<file path="src/rtl/bf_coef_loader_if.sv">
// Coefficient write channel for the beamformer loader.
// Valid/ready beats carrying an antenna index and one signed weight.
interface bf_coef_loader_if #(
  parameter int NN      = 4,
  parameter int b_width = 16,
  parameter int IDX_W   = (NN < 2) ? 1 : $clog2(NN)
);
  logic               wr_valid;
  logic               wr_ready;
  logic [IDX_W-1:0]   wr_idx;
  logic [b_width-1:0] wr_data;
  logic               wr_last;

  modport master (
    output wr_valid,
    output wr_idx,
    output wr_data,
    output wr_last,
    input  wr_ready
  );

  modport slave (
    input  wr_valid,
    input  wr_idx,
    input  wr_data,
    input  wr_last,
    output wr_ready
  );
endinterface

</file>
<file path="src/rtl/bf_coef_loader.sv">
// Double-buffered beamformer coefficient loader.
// Sets fill a shadow bank and swap into the active bank on an epoch strobe.
module bf_coef_loader #(
  parameter int NN      = 4,
  parameter int b_width = 16,
  parameter int IDX_W   = (NN < 2) ? 1 : $clog2(NN)
) (
  input  logic                    clk,
  input  logic                    reset,
  bf_coef_loader_if.slave         wr,
  input  logic                    abort,
  input  logic                    epoch,
  output logic [NN*b_width-1:0]   argsB,
  output logic                    coef_valid,
  output logic                    applied,
  output logic                    err
);

  localparam int IW = (NN < 2) ? 1 : $clog2(NN);

  typedef enum logic [1:0] {
    S_IDLE,
    S_LOAD,
    S_PEND
  } state_e;

  state_e              state_q, state_d;
  logic [NN-1:0]       mask_q, mask_d;
  logic [b_width-1:0]  shadow_q [NN];
  logic [NN*b_width-1:0] active_q;
  logic                coef_valid_q;
  logic                applied_q;
  logic                err_q, err_d;

  logic                accept;
  logic                in_range;
  logic [IW-1:0]       widx;
  logic [NN-1:0]       mask_hit;
  logic                wen;
  logic                commit;

  assign wr.wr_ready = (state_q != S_PEND);
  assign accept      = wr.wr_valid && wr.wr_ready;
  assign in_range    = 32'(wr.wr_idx) < NN;
  assign widx        = wr.wr_idx[IW-1:0];
  assign mask_hit    = in_range ? (mask_q | (NN'(1) << widx)) : mask_q;

  always_comb begin
    state_d = state_q;
    mask_d  = mask_q;
    wen     = 1'b0;
    commit  = 1'b0;
    err_d   = 1'b0;
    unique case (state_q)
      S_IDLE, S_LOAD: begin
        if (abort && state_q == S_LOAD) begin
          mask_d  = '0;
          state_d = S_IDLE;
        end else if (accept) begin
          wen   = in_range;
          err_d = !in_range;
          if (wr.wr_last) begin
            if (&mask_hit) begin
              mask_d  = mask_hit;
              state_d = S_PEND;
            end else begin
              err_d   = 1'b1;
              mask_d  = '0;
              state_d = S_IDLE;
            end
          end else begin
            mask_d  = mask_hit;
            state_d = S_LOAD;
          end
        end
      end
      S_PEND: begin
        // abort wins over a coincident epoch
        if (abort) begin
          mask_d  = '0;
          state_d = S_IDLE;
        end else if (epoch) begin
          commit  = 1'b1;
          mask_d  = '0;
          state_d = S_IDLE;
        end
      end
      default: begin
        mask_d  = '0;
        state_d = S_IDLE;
      end
    endcase
  end

  always_ff @(posedge clk) begin
    if (reset) begin
      state_q      <= S_IDLE;
      mask_q       <= '0;
      coef_valid_q <= 1'b0;
      applied_q    <= 1'b0;
      err_q        <= 1'b0;
    end else begin
      state_q      <= state_d;
      mask_q       <= mask_d;
      coef_valid_q <= coef_valid_q | commit;
      applied_q    <= commit;
      err_q        <= err_d;
    end
  end

  always_ff @(posedge clk) begin
    if (reset) begin
      for (int i = 0; i < NN; i++) shadow_q[i] <= '0;
    end else if (wen) begin
      shadow_q[widx] <= wr.wr_data;
    end
  end

  always_ff @(posedge clk) begin
    if (reset) begin
      active_q <= '0;
    end else if (commit) begin
      for (int i = 0; i < NN; i++)
        active_q[i*b_width +: b_width] <= shadow_q[i];
    end
  end

  assign argsB      = active_q;
  assign coef_valid = coef_valid_q;
  assign applied    = applied_q;
  assign err        = err_q;

endmodule

</file>
<file path="src/flat_wrapper.sv">
// flat-port wrapper written by rule: the top's interface ports become plain ports
module bf_coef_loader_flat 
#(
  parameter int NN      = 4,
  parameter int b_width = 16,
  parameter int IDX_W   = (NN < 2) ? 1 : $clog2(NN)
)
  (clk, reset, abort, epoch, argsB, coef_valid, applied, err, wr_wr_valid, wr_wr_idx, wr_wr_data, wr_wr_last, wr_wr_ready);
  bf_coef_loader_if #(.NN(NN), .b_width(b_width), .IDX_W(IDX_W)) wr_i ();
  input  logic clk;
  input  logic reset;
  input  logic abort;
  input  logic epoch;
  output logic [NN*b_width-1:0] argsB;
  output logic coef_valid;
  output logic applied;
  output logic err;
  input wire logic [$bits(wr_i.wr_valid)-1:0] wr_wr_valid;
  input wire logic [$bits(wr_i.wr_idx)-1:0] wr_wr_idx;
  input wire logic [$bits(wr_i.wr_data)-1:0] wr_wr_data;
  input wire logic [$bits(wr_i.wr_last)-1:0] wr_wr_last;
  output wire logic [$bits(wr_i.wr_ready)-1:0] wr_wr_ready;
  assign wr_i.wr_valid = wr_wr_valid;
  assign wr_i.wr_idx = wr_wr_idx;
  assign wr_i.wr_data = wr_wr_data;
  assign wr_i.wr_last = wr_wr_last;
  assign wr_wr_ready = wr_i.wr_ready;
  bf_coef_loader #(.NN(NN), .b_width(b_width), .IDX_W(IDX_W)) u_core (.clk(clk), .reset(reset), .wr(wr_i), .abort(abort), .epoch(epoch), .argsB(argsB), .coef_valid(coef_valid), .applied(applied), .err(err));
endmodule
</file>
<file path="config.mk">
export PLATFORM = sky130hd
export DESIGN_NAME = bf_coef_loader_flat
export DESIGN_NICKNAME = d
export VERILOG_FILES = /design/src/rtl/bf_coef_loader_if.sv /design/src/rtl/bf_coef_loader.sv /design/src/flat_wrapper.sv
export SDC_FILE = /design/constraint.sdc
export NUM_CORES = 1
export LEC_CHECK = 0
export CAP_MARGIN = 10
export CELL_PAD_IN_SITES_DETAIL_PLACEMENT = 0
export CELL_PAD_IN_SITES_GLOBAL_PLACEMENT = 1
export CORE_ASPECT_RATIO = 0.6
export CORE_MARGIN = 1
export CORE_UTILIZATION = 41
export DETAILED_ROUTE_END_ITERATION = 8
export PLACE_DENSITY = 0.76
export SLEW_MARGIN = 5
export SYNTH_ARGS = -nofsm -noshare
export SYNTH_HDL_FRONTEND = slang
export SYNTH_SLANG_ARGS = --single-unit
</file>
<file path="constraint.sdc">
create_clock -name clk -period 2.25 [get_ports clk]
set_input_delay 0.5625 -clock clk [delete_from_list [all_inputs] [get_ports clk]]
set_output_delay 0.5625 -clock clk [all_outputs]
set_load 0.02 [all_outputs]
</file>
==> qor.yml <==
floorplan:
  die-area_um2: 13100
  fp.dieW_um: 147
  start_util: 0.426
  rows: 31
  core_area_um2: 12200
  die_height_um: 89.1
  io_pins: 92
timing:
  max_slew_margin: 0.713
  finalCriticalPeriod_ns: 2.14
  setup_viol: 0
  finClkSkew_ns: 0.00688
  hold_viol_final: 0
  setup_tns_ns: 0
  worst_pin_slew_ns: 0.420
  fin_ws_ns: 0.111
  fmax_ghz: 0.467
  holdWs_ns: 0.453
  report.final.slew_viol_count: 0
  rsz0062_at_grt: "no"
  period_share: 0.951
clock_network:
  clkTransAtPathRegs_ns: 0.05
  ctsResizeCount: 0
  cts-root-buf: "clkbuf_16"
  cts.sinks: 137
  cts-buffers-inserted: 17
  cts_tree: "built"
  cts_max_level: 4
  cts_setup_buffers: 0
  worstSkewPairLatency_ns: 0.41
  cts-hold-fix-buffers: 0
  clk_path_buf_depth: 2
place:
  gp_congestion: 0.845
  dp_hpwl_mm: 7.66
  io_buffer_count: 91
  place_ws_ns: 0.102
worst_setup_path:
  worstSetupPathType: "reg2out"
  cp_max_fo: 5
  critPathTopFamily: "buffers and inverters"
  cp-start-kind: "flip-flop"
  cp_num_buf_inv: 1
  worstSetupEndpointType: "output port"
  max_stage_delay_ns: 0.54
  path_cells: "or2b_1 -> clkdlybuf4s50_1"
  required_ns: 1.69
  crit_slowest_cell: "clkdlybuf4s50_1"
  critPathArrivalTime_ns: 1.58
logic_synthesis:
  seq_area_frac_synth: 0.652
  synthAdderAreaFrac: 0
  synthCells: 471
  ys_ff_latch: 137
  synth_fp_nets: 495
  yosys.area_share.simple: 0.206
  synth_edf_count: 64
  ys.flop_type: "dfxtp_1"
  syn_area_um2: 5190
  synth_compound_area_frac: 0.0960
  ys_types: 36
  synthMuxAreaShare: 0.00193
  async_flop_share: 0
  synth_warnings: 0
  synth_area_per_cell_um2: 11.0
  synth_xor_area_frac: 0
  synth_top_family_by_area: "simple AND/OR/NAND/NOR gates"
flow_run:
  cap_violations: 0
grt:
  grt_usage: 0.186
  overflow: 0
  grt_max_degree: 43
  grt_pass1_wl_mm: 18.2
  grt_pass1_vias: 3425
  grt_antenna_before_repair: 1
routing:
  drtPass1Iterations: 4
  dr_total_vias: 3587
  first_iter_violations: 204
  ant_nets: 0
  wl_met3_um: 593
  wl_met2_mm: 4.96
  drt-met1-wl_mm: 5.71
  wl_per_cell_um: 15.2
  topRoutingLayerUsed: "met5"
  drc: 0
  routed_wl_mm: 11.3
  vias_per_cell: 4.79
power_and_ir_drop:
  ir_worst_vdd_uv: 533
  p_per_area_nw_per_um2: 813
  cellLeakagePower_uw: 0.00249
finish:
  area_growth_pct: 34.1
  antennaDiodeCount: 0
  drive_gt1_frac: 0.127
  final_nets: 595
hold_path:
  hp-class: "reg2reg"
outcome:
  outcome: "completed"
==> report_power, final <==
part | switching (µW) | internal, µW | total, µW
registers | 23.6 | 2680 | 2710
clock network | 1020 | 1710 | 2720
logic | 129 | 97.6 | 226
total | 1170 | 4490 | 5660
==> tightest hold or removal path: stages (launching register included) <==
cell,delay (ns)
dfxtp_1,0.30
nand2_1,0.05
a21oi_1,0.05
==> metrics by stage <==
stage / total power, µW / util / instance area [µm²] / std cells
3_3_place_gp: 2980 / 0.522 / 6360 / 717
2_1_floorplan: 2850 / - / 5190 / 471
4_1_cts: 5710 / 0.571 / 6960 / 749
3_5_place_dp: 2980 / 0.522 / 6360 / 717
6_report: 5660 / 0.571 / 6960 / 749
5_1_grt: 5840 / 0.571 / 6960 / 749
==> Yosys cell counts (2+ instances only) <==
cell type / number / area, µm²
nor2_2: 2 / 12.5
edfxtp_1: 64 / 1920
and2_1: 48 / 300
o21bai_1: 3 / 22.5
buf_2: 10 / 50.1
clkbuf_1: 8 / 30.0
nand2_1: 134 / 503
nor2_1: 9 / 33.8
a21oi_2: 11 / 96.3
a2111oi_0: 2 / 17.5
buf_4: 2 / 15.0
buf_12: 6 / 120
and3_1: 16 / 100
nand2b_1: 3 / 18.8
dfxtp_1: 73 / 1460
o2bb2ai_1: 5 / 43.8
a21oi_1: 55 / 275
nor3_1: 2 / 10.0
==> cells in the final DEF, fill, tap and decap left out, types with 9 or more instances in the layout <==
cell type / netlist / layout
clkdlybuf4s50_1: 0 / 90
and2_1: 48 / 48
buf_12: 6 / 11
a21oi_2: 11 / 11
nor2_1: 9 / 9
and3_1: 16 / 16
nand2_1: 134 / 133
a21oi_1: 55 / 55
dfxtp_1: 73 / 73
edfxtp_1: 64 / 64
clkbuf_16: 0 / 19
==> path summary, 6_finish.rpt <==
| kind | start | endpoint | slack (ns) | cells past startpoint |
|---|---|---|---|---|
| min reg2reg | argsB[5] | argsB[5] | 0.45 | 2 |
| max reg2reg | u_core.state_q[0] | u_core.shadow_q[1][14] | 0.81 | 6 |
| max | u_core.state_q[1] | wr_wr_ready | 0.11 | 2 |
| min | argsB[5] | argsB[5] | 0.45 | 2 |
==> state kept, by name, summed over array words and instances (netlist names) <==
name,count
u_core.state_q,2
argsB,64
u_core.applied,1
u_core.err,1
u_core.shadow_q,64
u_core.mask_q,4
u_core.coef_valid,1
==> cells by family after synthesis <==
logic type / count (synthesis)
AOI/OAI and AO/OA: 81
DFF: 137
muxes: 1
and+or+nand+nor: 223
buffers and inverters: 29
==> cell type report <==
| type | instances | area (µm²) |
|---|---|---|
| clock inverter | 10 | 86.3 |
| multi-input combinational | 305 | 1590 |
| clock buffer | 22 | 507 |
| inverter | 1 | 3.75 |
| timing repair buffer | 109 | 1180 |
| fill | 1039 | 5220 |
| tap | 165 | 206 |
| sequential | 137 | 3380 |
==> metal layers <==
metal	global-route usage	vias up
met5	0	-
met4	0.0703	2
met3	0.0485	9
met2	0.280	92
met1	0.260	1688
li1	-	1796
(Power assumes the default switching activity.)
